### config.mk
export PLATFORM = sky130hd
export DESIGN_NAME = ring_osc_trim_seq
export DESIGN_NICKNAME = d
export VERILOG_FILES = /design/src/rtl/ring_osc_trim_seq.sv
export SDC_FILE = /design/constraint.sdc
export NUM_CORES = 1
export LEC_CHECK = 0
export ABC_AREA = 1
export BUFFER_PORTS_ARGS = -buffer_cell sky130_fd_sc_hd__buf_2
export CAP_MARGIN = 30
export CORE_AREA = 10 10 76 90
export CTS_BUF_LIST = sky130_fd_sc_hd__clkbuf_2
export DETAILED_ROUTE_END_ITERATION = 10
export DIE_AREA = 0 0 86 100
export PLACE_DENSITY = 0.95
export SYNTH_ARGS = -nofsm -noshare
export SYNTH_HDL_FRONTEND = slang
export SYNTH_SLANG_ARGS = --single-unit
### constraint.sdc
create_clock -name clock -period 7.3 [get_ports clock]
set_clock_uncertainty 0.15 [all_clocks]
set_input_delay 0.73 -clock clock [delete_from_list [all_inputs] [get_ports clock]]
set_output_delay 0.73 -clock clock [all_outputs]
set_load 0.01 [all_outputs]
### src/rtl/ring_osc_trim_seq.sv
// Slew-limited thermometer trim sequencer for a ring oscillator with external-trim bypass.
// Optional fractional dither of the trim word is enabled by RING_OSC_TRIM_DITHER_EN.
module ring_osc_trim_seq #(
    parameter int unsigned STAGES   = 13,
    parameter int unsigned CODE_W   = 5,
    parameter int unsigned SLEW_DIV = 4
) (
    input  logic                clock,
    input  logic                reset,
    input  logic                enable,
    input  logic                dco,
    input  logic [2*STAGES-1:0] ext_trim,
    input  logic [CODE_W-1:0]   target,
    input  logic                target_valid,
`ifdef RING_OSC_TRIM_DITHER_EN
    input  logic                target_frac,
`endif
    output logic                target_ready,
    output logic [2*STAGES-1:0] trim,
    output logic [CODE_W-1:0]   code,
    output logic                busy
);

    localparam int unsigned       TRIM_W   = 2 * STAGES;
    localparam logic [CODE_W-1:0] MAX_CODE = CODE_W'(TRIM_W);
    localparam logic [7:0]        RELOAD   = 8'(SLEW_DIV - 1);

    typedef enum logic [1:0] {StOff, StIdle, StSlew, StExt} state_e;

    state_e              state_q, state_d;
    logic [CODE_W-1:0]   code_q, code_d;
    logic [CODE_W-1:0]   tgt_q, tgt_d;
    logic [7:0]          cnt_q, cnt_d;
    logic [TRIM_W-1:0]   trim_q, trim_d;
    logic                busy_q, busy_d;
    logic                accept;
    logic [CODE_W-1:0]   tgt_in;
    logic [CODE_W-1:0]   tgt_eff;
`ifdef RING_OSC_TRIM_DITHER_EN
    logic                frac_q, frac_d;
    logic                dith_q, dith_d;
`endif

    // Bits [0..STAGES-1] fill first, then [STAGES..], so the word is a plain thermometer.
    function automatic logic [TRIM_W-1:0] therm(input logic [CODE_W-1:0] k);
        logic [TRIM_W-1:0] t;
        for (int i = 0; i < int'(TRIM_W); i++) begin
            t[i] = (i < int'(k));
        end
        return t;
    endfunction

    assign target_ready = (state_q == StIdle) || (state_q == StSlew);
    assign accept       = target_valid && target_ready;
    assign tgt_in       = (target > MAX_CODE) ? MAX_CODE : target;
    assign tgt_eff      = accept ? tgt_in : tgt_q;

    always_comb begin
        state_d = state_q;
        code_d  = code_q;
        tgt_d   = tgt_q;
        cnt_d   = cnt_q;
        trim_d  = trim_q;
        busy_d  = busy_q;
`ifdef RING_OSC_TRIM_DITHER_EN
        frac_d  = frac_q;
        dith_d  = 1'b0;
`endif
        if (!enable) begin
            state_d = StOff;
            code_d  = '0;
            tgt_d   = '0;
            cnt_d   = '0;
            trim_d  = '0;
            busy_d  = 1'b0;
`ifdef RING_OSC_TRIM_DITHER_EN
            frac_d  = 1'b0;
`endif
        end else if (dco) begin
            state_d = StExt;
            trim_d  = ext_trim;
            busy_d  = 1'b0;
        end else begin
            case (state_q)
                StOff, StExt: begin
                    // Resume from the frozen code; a slew interrupted by bypass restarts its divider.
                    state_d = (code_q == tgt_q) ? StIdle : StSlew;
                    cnt_d   = RELOAD;
                end
                StIdle: begin
                    tgt_d = tgt_eff;
                    if (tgt_eff != code_q) begin
                        state_d = StSlew;
                        cnt_d   = RELOAD;
                    end
                end
                StSlew: begin
                    tgt_d = tgt_eff;
                    if (cnt_q == 8'd0) begin
                        cnt_d = RELOAD;
                        if (code_q < tgt_eff) begin
                            code_d = code_q + 1'b1;
                        end else if (code_q > tgt_eff) begin
                            code_d = code_q - 1'b1;
                        end
                    end else begin
                        cnt_d = cnt_q - 8'd1;
                    end
                    state_d = (code_d == tgt_d) ? StIdle : StSlew;
                end
                default: state_d = StOff;
            endcase
`ifdef RING_OSC_TRIM_DITHER_EN
            if (accept) begin
                frac_d = target_frac;
            end
`endif
            trim_d = therm(code_d);
            busy_d = (code_d != tgt_d);
`ifdef RING_OSC_TRIM_DITHER_EN
            if (state_d == StIdle && frac_d && code_d < MAX_CODE) begin
                trim_d = dith_q ? therm(code_d) : therm(code_d + 1'b1);
                dith_d = ~dith_q;
            end
`endif
        end
    end

    always_ff @(posedge clock or posedge reset) begin
        if (reset) begin
            state_q <= StOff;
            code_q  <= '0;
            tgt_q   <= '0;
            cnt_q   <= '0;
            trim_q  <= '0;
            busy_q  <= 1'b0;
`ifdef RING_OSC_TRIM_DITHER_EN
            frac_q  <= 1'b0;
            dith_q  <= 1'b0;
`endif
        end else begin
            state_q <= state_d;
            code_q  <= code_d;
            tgt_q   <= tgt_d;
            cnt_q   <= cnt_d;
            trim_q  <= trim_d;
            busy_q  <= busy_d;
`ifdef RING_OSC_TRIM_DITHER_EN
            frac_q  <= frac_d;
            dith_q  <= dith_d;
`endif
        end
    end

    assign trim = trim_q;
    assign code = code_q;
    assign busy = busy_q;

endmodule

# ---- Word level (Yosys, flattened, before mapping)
# Index checks and enable logic that the tools add are counted.
dict set report totals {
  wordCells 88
  ff_bits 47
  out_inout_bits 33
  input_bits 36
}
dict set report classes {
  n_reduce_logical 7
  n_eq_ne 10
  n_mux 33
  order_cmp 29
  n_addsub 3
}
# op n
set ops {}
lappend ops {{two-way mux 5 bit} 18}
lappend ops {{two-way mux 26 bit} 2}
lappend ops {{less-than comparator 5 bit, first input constant} 10}
lappend ops {{less-than comparator 4 x 5 -> 1 bit, first input constant} 8}
lappend ops {{two-way mux 8 bit} 4}
lappend ops {{case mux 8 bit (3 select lines)} 1}
lappend ops {{less-than comparator 3 x 5 -> 1 bit, first input constant} 4}
lappend ops {{equality test 5 bit} 2}
lappend ops {{less-than comparator 1 x 5 -> 1 bit, first input constant} 2}
lappend ops {{less-than comparator 2 x 5 -> 1 bit, first input constant} 2}
lappend ops {{two-way mux 2 bit} 5}
lappend ops {{!= test 5 bit} 2}
lappend ops {{logical NOT 8 bit} 1}
lappend ops {{subtractor 8 x 1 -> 8 bit, second input constant} 1}
lappend ops {{case mux 2 bit (3 select lines)} 1}
lappend ops {{adder 5 x 1 -> 5 bit, second input constant} 1}
lappend ops {{> comparator 5 bit} 1}
lappend ops {{> comparator 5 bit, second input constant} 1}
lappend ops {{less-than comparator 5 bit} 1}
lappend ops {{subtractor 5 x 1 -> 5 bit, second input constant} 1}
lappend ops {{equality test 2 bit, second input constant} 2}
lappend ops {{!= test 4 x 3 -> 1 bit, second input constant} 1}
lappend ops {{OR reduction 2 bit} 2}
lappend ops {{!= test 3 x 2 -> 1 bit, second input constant} 1}
lappend ops {{other kinds (7)} 8}

# ---- Logic depth before layout (Yosys ltp)
# Gate-level depths: netlist (run 1).
dict set report depth {
  word_depth 17
  depth_mapped 27
  ltp_nobuf 27
}

# ---- Worst setup path after synthesis (run 1)
# Ideal clock, no wire load.
dict set report synth_timing {
  path_type {input port to flip-flop}
  start {input port target_valid}
  end {register trim_q[18], in the netlist trim[18]}
  arrival_ps 3044
  t_required_ps 7029
  path_buffers 0
  slack_ps 3985
  setup_time_ps 121
  stages 17
  cell_sequence {inv_1 > nor2_1 > inv_1 > o21ai_0 > inv_1 > ha_1 > a21oi_2 > nand3_4 > nand2_2 > nand2_2 > nand2_2 > nand2_2 > o21ai_4 > inv_4 > nor3_2 > and2_1 > o21ai_1}
}
dict set report synth_via {
  elab_chain_cells 15
  elab_cells_between_ends 16
  cone_classes {order compare: 3; mux: 12; reduce/logical: 1}
}
# element line
set synth_lines {}
lappend synth_lines {{start: declaration} 14} ;# input logic target_valid,
lappend synth_lines {{logical AND 1 bit (*)} 54} ;# assign accept = target_valid && target_ready;
lappend synth_lines {{two-way mux 5 bit (*)} 56} ;# assign tgt_eff = accept ? tgt_in : tgt_q;
lappend synth_lines {{> comparator 5 bit} 103} ;# end else if (code_q > tgt_eff) begin
lappend synth_lines {{two-way mux 5 bit} 103}
lappend synth_lines {{two-way mux 5 bit (*)} 101} ;# if (code_q < tgt_eff) begin
lappend synth_lines {{two-way mux 5 bit (*)} 99} ;# if (cnt_q == 8'd0) begin
lappend synth_lines {{two-way mux 5 bit (*)} 84} ;# case (state_q)
lappend synth_lines {{two-way mux 5 bit (*)} 79} ;# end else if (dco) begin
lappend synth_lines {{two-way mux 5 bit (*)} 69} ;# if (!enable) begin
lappend synth_lines {{two-way mux 5 bit (*)} 84}
lappend synth_lines {{two-way mux 5 bit (*)} 79}
lappend synth_lines {{two-way mux 5 bit (*)} 69}
lappend synth_lines {{less-than comparator 5 bit (*)} 48} ;# t[i] = (i < int'(k));
lappend synth_lines {{two-way mux 26 bit (*)} 79}
lappend synth_lines {{two-way mux 26 bit (*)} 69}
lappend synth_lines {{via trim_d[18]} 34} ;# logic [TRIM_W-1:0] trim_q, trim_d;
lappend synth_lines {{end signal: assignment} 146} ;# trim_q <= trim_d;
lappend synth_lines {{end: declaration} 34}
# Mark *: on every way through the listed nets, which the timed path passes. The rest lies on a longest branch. The select of a mux whose other input is x is not followed.
# A chain may end at the register's enable or synchronous reset.

# ---- Final worst setup path (run 1)
dict set report layout_timing {
  start {register state_q[0]}
  end {register trim_q[12], in the netlist trim[12]}
}
dict set report layout_via {
  elab_chain_cells 17
  elab_cells_between_ends 19
  cone_classes {order compare: 3; eq/ne: 2; mux: 12; reduce/logical: 2}
}
# element line
set layout_lines {}
lappend layout_lines {{start: declaration} 30} ;# state_e state_q, state_d;
lappend layout_lines {{start signal: assignment} 131} ;# state_q <= StOff;
lappend layout_lines {{start signal: assignment} 142} ;# state_q <= state_d;
lappend layout_lines {{equality test 2 x 1 -> 1 bit / equality test 2 bit (equally long branches)} {53, 84}}
lappend layout_lines {{logical OR 1 bit} 53} ;# assign target_ready = (state_q == StIdle) || (state_q == StSlew);
lappend layout_lines {{logical AND 1 bit} 54}
lappend layout_lines {{two-way mux 5 bit} 56}
lappend layout_lines {{> comparator 5 bit} 103}
lappend layout_lines {{two-way mux 5 bit} 103}
lappend layout_lines {{two-way mux 5 bit} 101}
lappend layout_lines {{two-way mux 5 bit} 99}
lappend layout_lines {{(+2 left out)} -}
lappend layout_lines {{two-way mux 5 bit} 69}
lappend layout_lines {{two-way mux 5 bit (*)} 84}
lappend layout_lines {{two-way mux 5 bit (*)} 79}
lappend layout_lines {{two-way mux 5 bit (*)} 69}
lappend layout_lines {{less-than comparator 4 x 5 -> 1 bit (*)} 48}
lappend layout_lines {{two-way mux 26 bit (*)} 79}
lappend layout_lines {{two-way mux 26 bit (*)} 69}
lappend layout_lines {{via trim_d[12]} 34}
# Marks and branches as above.

==> impl_metrics.csv, run 1 <==
group,metric,value,unit
clocking,htreeDepth,2,
critical_path,crit_chain,"inv_1 > ha_1 > nor2_1 > inv_1 > o21ai_0 > inv_1 > ha_1 > nand2_1 > nor2_2 > nand2_1 > clkinv_1 > nand2_2 > nand2_2 > nand2_1 > nand2_1 > nand2_1 > o21ai_2 > inv_1 > nor2_1 > inv_1 > nand2_1 > o211ai_1",
clocking,post_cts.repair.setup_buffers,0,
yosys,ys_seq_area_frac,0.398,
yosys,syn_nets,427,
critical_path,r2r_setup_slack,3.33,ns
global_route,grt_pass1_vias,2872,
drt,drt_pass1_iterations,5,
critical_path,critPathMaxStageDelay,0.44,ns
placed_design,dp_slack,3.41,ns
yosys,synth_top_family_by_area,"simple AND/OR/NAND/NOR gates",
clocking,clock_path_buffers,2,
sta,fin_ws,3.33,ns
die,num_rows,29,
layout,antenna_cells,0,
drt,drt_wl_total,8.25,mm
yosys,syn_inst,381,
layout,regArea,0.00118,sq mm
critical_path,critPathSlowestCell,"dfrtp_1",
drt,ant_nets,0,
die,dieWidth,86,microns
min_path,hp-class,"primary input to register",
sta,fmax,252,MHz
layout,finalNonFillerCells,511,
yosys,ys_ff_latch,47,
drt,vias,2909,
drt,viasPerCell,5.69,
global_route,grt_pass1_wl,13.8,mm
layout,drive_gt1_frac,0.261,
die,die_area,0.00860,sq mm
critical_path,endpoint_kind,"register",
sta,worst_pin_slew,0.868,ns
sta,finalSetupTns,0,ns
critical_path,critPathLaunchType,"register",
clocking,tritoncts,"done",
outcome,status,"finished clean",
die,die-height,100,microns
drt,wl_per_cell,16.1,microns
yosys,synth.avg_cell_area,7.75,sq um
critical_path,crit_required,7.51,ns
critical_path,cp_num_buf_inv,6,
global_route,overflow,0,
drt,drc,0,
yosys,synth_edf_count,0,
global_route,grt_usage,0.194,
layout,multi_input_area,0.00152,sq mm
clocking,cts_inserted_buffers,5,
sta,setup_viol,0,
global_route,antenna_found_initial,0,
clocking,clkLatencyLatePin,0.44,ns
yosys,yosys.area_share.adder,0.0424,
critical_path,cp_common_cell,"nand2_1",
yosys,syn_area,0.00295,sq mm
die,core_area,0.00519,sq mm
clocking,cts_num_sinks,47,
placed_design,globalplace.congestion,0.934,
yosys,synthSimpleGateAreaFrac,0.302,
layout,final_common_cell,"nand2_1",
layout,area_growth,15.2,%
sta,hold_viol,0,
power_and_ir_drop,power.density,435,mW/mm^2
yosys,yosys_most_used_dff,"dfrtp_1",
placed_design,portBuffers,68,
layout,final_core_util,0.656,
sta,grt_setup_unrepaired,"false",
layout,n_fill_cell,451,
placed_design,dp_hpwl,6.33,mm
critical_path,critPathMaxFanout,6,
power_and_ir_drop,p_leak,0.00183,uW
yosys,synth_mux_area_frac,0,
clocking,clk_pin_slew,0.25,ns
die,ios,69,
drt,drtIter0Drc,255,
critical_path,cp.arrival,4.18,ns
run,cap_viol_max_count,0,
global_route,grt_max_degree,48,
power_and_ir_drop,vdd_ir_drop_max,0.218,mV
yosys,async_reset_ff_frac,1.00,
sta,max-slew-margin-rel,0.415,
sta,fin_crit,3.97,ns
clocking,cts-root-buf,"clkbuf_2",
yosys,synth.distinct_cells,40,
sta,period_share,0.544,
layout,nNetsFinal,494,
placed_design,dp.cells,501,
critical_path,cp_top_family,"simple AND/OR/NAND/NOR gates",
yosys,ys.warnings.count,0,
critical_path,crit_type,"register to register",
layout,mostFrequentLayoutCells,"nand2_1, buf_2, dfrtp_1",
yosys,synth_xor_area_frac,0.0208,
die,initial_core_util,0.569,
yosys,synth-compound-area-share,0.151,
sta,slew_violations,0,
-- state kept, by name (all words and copies together) (netlist names) --
| signal | cells |
|---|---|
| trim | 26 |
| busy | 1 |
| tgt_q | 5 |
| state_q | 2 |
| cnt_q | 8 |
| code | 5 |
-- final cells by class --
class / count / area share
tap: 62 / 0.0228
timing repair buffer: 70 / 0.109
clock buffer: 5 / 0.00736
clock inverter: 3 / 0.00588
multi-input combinational: 271 / 0.448
sequential: 47 / 0.346
inverter: 53 / 0.0614
-- per-stage QoR --
stage / power [uW] / instance area, sq um / hold slack (ns)
finish: 1480 / 3400 / 0.340
CTS: 1470 / 3370 / 0.347
detailed placement: 1360 / 3330 / 0.362
floorplan: 1130 / 2950 / 0.324
global route: 1620 / 3400 / 0.329
global placement: 1330 / 3330 / 0.346
-- cells in the mapped netlist, types with 5 or more instances --
master	instances	share of area
nor2_1	25	0.032
o22ai_1	10	0.021
o21ai_0	21	0.036
nand3_1	37	0.063
nand2_1	82	0.10
ha_1	10	0.042
a21oi_1	15	0.025
inv_1	46	0.058
clkbuf_1	7	0.0089
o21ai_1	9	0.015
dfrtp_1	47	0.40
nor2_2	5	0.011
nand4_1	6	0.013
xor2_1	5	0.015
nand2_2	11	0.023
-- worst reg2reg max path, cell delays in order (launching register included) --
cell and delay (ns):
dfrtp_1 0.44, inv_1 0.06, ha_1 0.36, nor2_1 0.31, inv_1 0.15, o21ai_0 0.24, inv_1 0.16, ha_1 0.33
nand2_1 0.08, nor2_2 0.14, nand2_1 0.11, clkinv_1 0.11, nand2_2 0.08, nand2_2 0.09, nand2_1 0.05, nand2_1 0.08
nand2_1 0.06, o21ai_2 0.16, inv_1 0.19, nor2_1 0.24, inv_1 0.09, nand2_1 0.10, o211ai_1 0.10
-- path summary, 6_finish.rpt --
check | from | endpoint | cells past startpoint
worst max register to register | state_q[0] | trim[12] | 22
max in group asynchronous | reset | tgt_q[3] | 4
worst max-delay path | state_q[0] | trim[12] | 22
worst min register to register | state_q[1] | state_q[1] | 2
worst min-delay path | ext_trim[21] | trim[21] | 3
min in group asynchronous | reset | trim[5] | 3
-- cell families (layout without fill, tap and decap cells) --
kind of cell	Yosys count	in the layout
XOR/XNOR	7	7
flip-flops	47	47
adder cells (fa/ha/maj)	10	10
AO/OA/AOI/OAI	72	72
AND/OR/NAND/NOR	182	182
buffers and inverters	63	131
-- what timing repair did --
| action | 4_1_cts | 5_1_grt |
|---|---|---|
| hold buffers | 0 | 1 |
| endpoints found under the hold margin | 0 | 1 |
| gates resized for setup | 0 | 0 |
-- power breakdown --
group,switching [uW],internal [uW]
logic,670,325
clock network,85.5,22.9
registers,50.9,327
total,806,675
-- layer usage --
metal / track usage / routed length (microns)
met1: 0.234 / 3210
met2: 0.330 / 4180
met3: 0.0397 / 681
met4: 0.0711 / 178
met5: 0 / 0
Note: power is estimated with default switching activity, not from simulation.
==> run 2: changes to the inputs <==
CORE_AREA = 10 10 81 97   (was 10 10 76 90)
DIE_AREA = 0 0 91 107   (was 0 0 86 100)
PLACE_DENSITY = 0.88   (was 0.95)
clock period = 3.29 ns   (was 7.3 ns; I/O delays follow)
==> impl_metrics.csv, run 2 (synthesized netlist as in run 1, its figures left out) <==
group,metric,value,unit
outcome,status,"finished, violations left",
outcome,violations,"negative setup slack",
sta,fin_ws,-0.0396,ns
sta,hold_viol,0,
critical_path,reg2regPathDepth,22,
min_path,hp-class,"primary input to register",
placed_design,portBuffers,68,
layout,drive_gt1_frac,0.404,
power_and_ir_drop,intPower,2060,uW
placed_design,dp_hpwl,6.86,mm
drt,vias,3442,
drt,drt_pass1_iterations,8,
power_and_ir_drop,vdd_ir_drop_max,0.691,mV
die,dieWidth,91,microns
die,die-height,107,microns
clocking,cts-root-buf,"clkbuf_2",
critical_path,critPathLaunchType,"register",
placed_design,dp.cells,539,
drt,drc,0,
sta,setup_viol,2,
critical_path,crit_required,3.52,ns
die,num_rows,31,
placed_design,globalplace.congestion,0.986,
power_and_ir_drop,power_switching,2260,uW
power_and_ir_drop,power_switching_share,0.524,
layout,nNetsFinal,556,
min_path,worstHoldPathCells,3,
critical_path,cp.arrival,3.56,ns
critical_path,crit_type,"register to register",
layout,n_fill_cell,428,
drt,drt_wl_total,10.9,mm
layout,largest_reg_flops,26,
global_route,antenna_found_initial,0,
power_and_ir_drop,clkPwrFrac,0.055,
critical_path,critPathMaxFanout,7,
critical_path,reg2reg_to,"trim[20]",
power_and_ir_drop,power.density,1030,mW/mm^2
run,cap_viol_max_count,0,
clocking,clkLatencyLatePin,0.44,ns
power_and_ir_drop,p_seq_frac,0.194,
clocking,tritoncts,"done",
sta,grt_setup_unrepaired,"true",
sta,fmax,300,MHz
clocking,cts_inserted_buffers,5,
global_route,grt_max_degree,48,
layout,final_core_util,0.703,
sta,fin_hold_ws,0.0190,ns
global_route,grt_usage,0.191,
layout,area_growth,42.2,%
die,ios,69,
drt,viasPerCell,5.81,
global_route,grt_pass1_vias,3193,
die,die_area,0.00974,sq mm
global_route,overflow,0,
drt,ant_nets,0,
sta,max-slew-margin-rel,0.697,
min_path,hold_start,"ext_trim[14]",
die,core_area,0.00597,sq mm
critical_path,endpoint_kind,"register",
die,initial_core_util,0.494,
drt,wl_per_cell,18.3,microns
critical_path,timing.rr.start,"state_q[0]",
min_path,holdPathEnd,"trim[14]",
layout,antenna_cells,0,
power_and_ir_drop,p_comb_frac,0.751,
power_and_ir_drop,total_power,4320,uW
global_route,grt_pass1_wl,15.6,mm
sta,worst_pin_slew,0.453,ns
clocking,htreeDepth,2,
clocking,clock_path_buffers,2,
critical_path,r2r_setup_slack,-0.04,ns
drt,drtIter0Drc,331,
layout,mostFrequentLayoutCells,"buf_2, nand2_1, dfrtp_1",
layout,final_common_cell,"buf_2",
power_and_ir_drop,p_leak,0.00218,uW
clocking,cts_num_sinks,47,
sta,slew_violations,0,
sta,period_share,1.01,
layout,finalNonFillerCells,592,
clocking,clk_pin_slew,0.23,ns
sta,fin_crit,3.33,ns
[run 2: changes by cell type in the layout (fill, tap and decap cells not counted), moves of 5 or more]
| cell | previous run | this run |
|---|---|---|
| inv_2 | 4 | 9 |
| nand3_2 | 2 | 8 |
| nand2_1 | 82 | 65 |
| nand3_1 | 37 | 31 |
| nand2_2 | 11 | 24 |
| inv_1 | 45 | 40 |
| buf_4 | 0 | 40 |
| dlygate4sd3_1 | 1 | 19 |
[run 2: worst max path at each step]
stage	startpoint	endpoint
6_report	state_q[0]	trim[20]
5_1_grt	state_q[0]	busy
4_1_cts	state_q[0]	trim[2]
3_5_place_dp	state_q[0]	trim[2]
3_3_place_gp	state_q[0]	trim[2]
2_1_floorplan	state_q[0]	trim[18]
[run 2: critical path: stages, from the launching register on]
cell      delay, ns
dfrtp_1        0.45
inv_2          0.08
ha_4           0.21
nor2_4         0.15
inv_4          0.07
nand2_1        0.10
o21ai_2        0.07
inv_1          0.12
ha_4           0.23
nand2_4        0.07
inv_2          0.04
nand2_2        0.11
nand3_4        0.16
a21oi_4        0.21
nand3_2        0.11
nand2_2        0.10
nand2_2        0.06
o21ai_4        0.13
clkinv_4       0.15
buf_4          0.17
nand3_1        0.13
nand3_1        0.11
nand2_1        0.10
[run 2: power groups by stage]
stage	logic, uW	clock network, uW	registers [uW]
global placement	2300	0	824
floorplan	1640	0	865
CTS	2460	242	821
global route	3470	260	853
detailed placement	2340	0	833
finish	3240	239	837
[run 2: final cells by class]
type / count / area (sq um) / share of cell area
inverter: 53 / 211 / 0.0504
clock buffer: 5 / 25.0 / 0.00596
clock inverter: 2 / 13.8 / 0.00328
timing repair buffer: 132 / 896 / 0.213
sequential: 47 / 1180 / 0.280
tap: 82 / 103 / 0.0244
multi-input combinational: 271 / 1770 / 0.422
[run 2: layer usage]
| metal | track usage | vias up | part of all wire |
|---|---|---|---|
| li1 | - | 1512 | - |
| met2 | 0.344 | 232 | 0.51 |
| met4 | 0.102 | 0 | 0.068 |
| met3 | 0.0384 | 83 | 0.084 |
| met1 | 0.207 | 1615 | 0.34 |
| met5 | 0 | - | 0 |
[run 2: through the flow]
step | setup WS, ns | instance area [sq um] | TNS, ns
floorplan | 0.0618 | 2960 | 0
global placement | -0.0621 | 3490 | -0.165
detailed placement | -0.205 | 3490 | -1.89
CTS | 0.00264 | 3750 | 0
global route | -0.189 | 4200 | -2.20
finish | -0.0396 | 4200 | -0.0625
[run 2: what timing repair did]
| action | 4_1_cts | 5_1_grt |
|---|---|---|
| endpoints found under the setup margin | 29 | 37 |
| pin swaps | 2 | 27 |
| endpoints found under the hold margin | 62 | 3 |
| gates resized for setup | 9 | 58 |
| setup buffers | 4 | 22 |
| hold buffers | 16 | 3 |
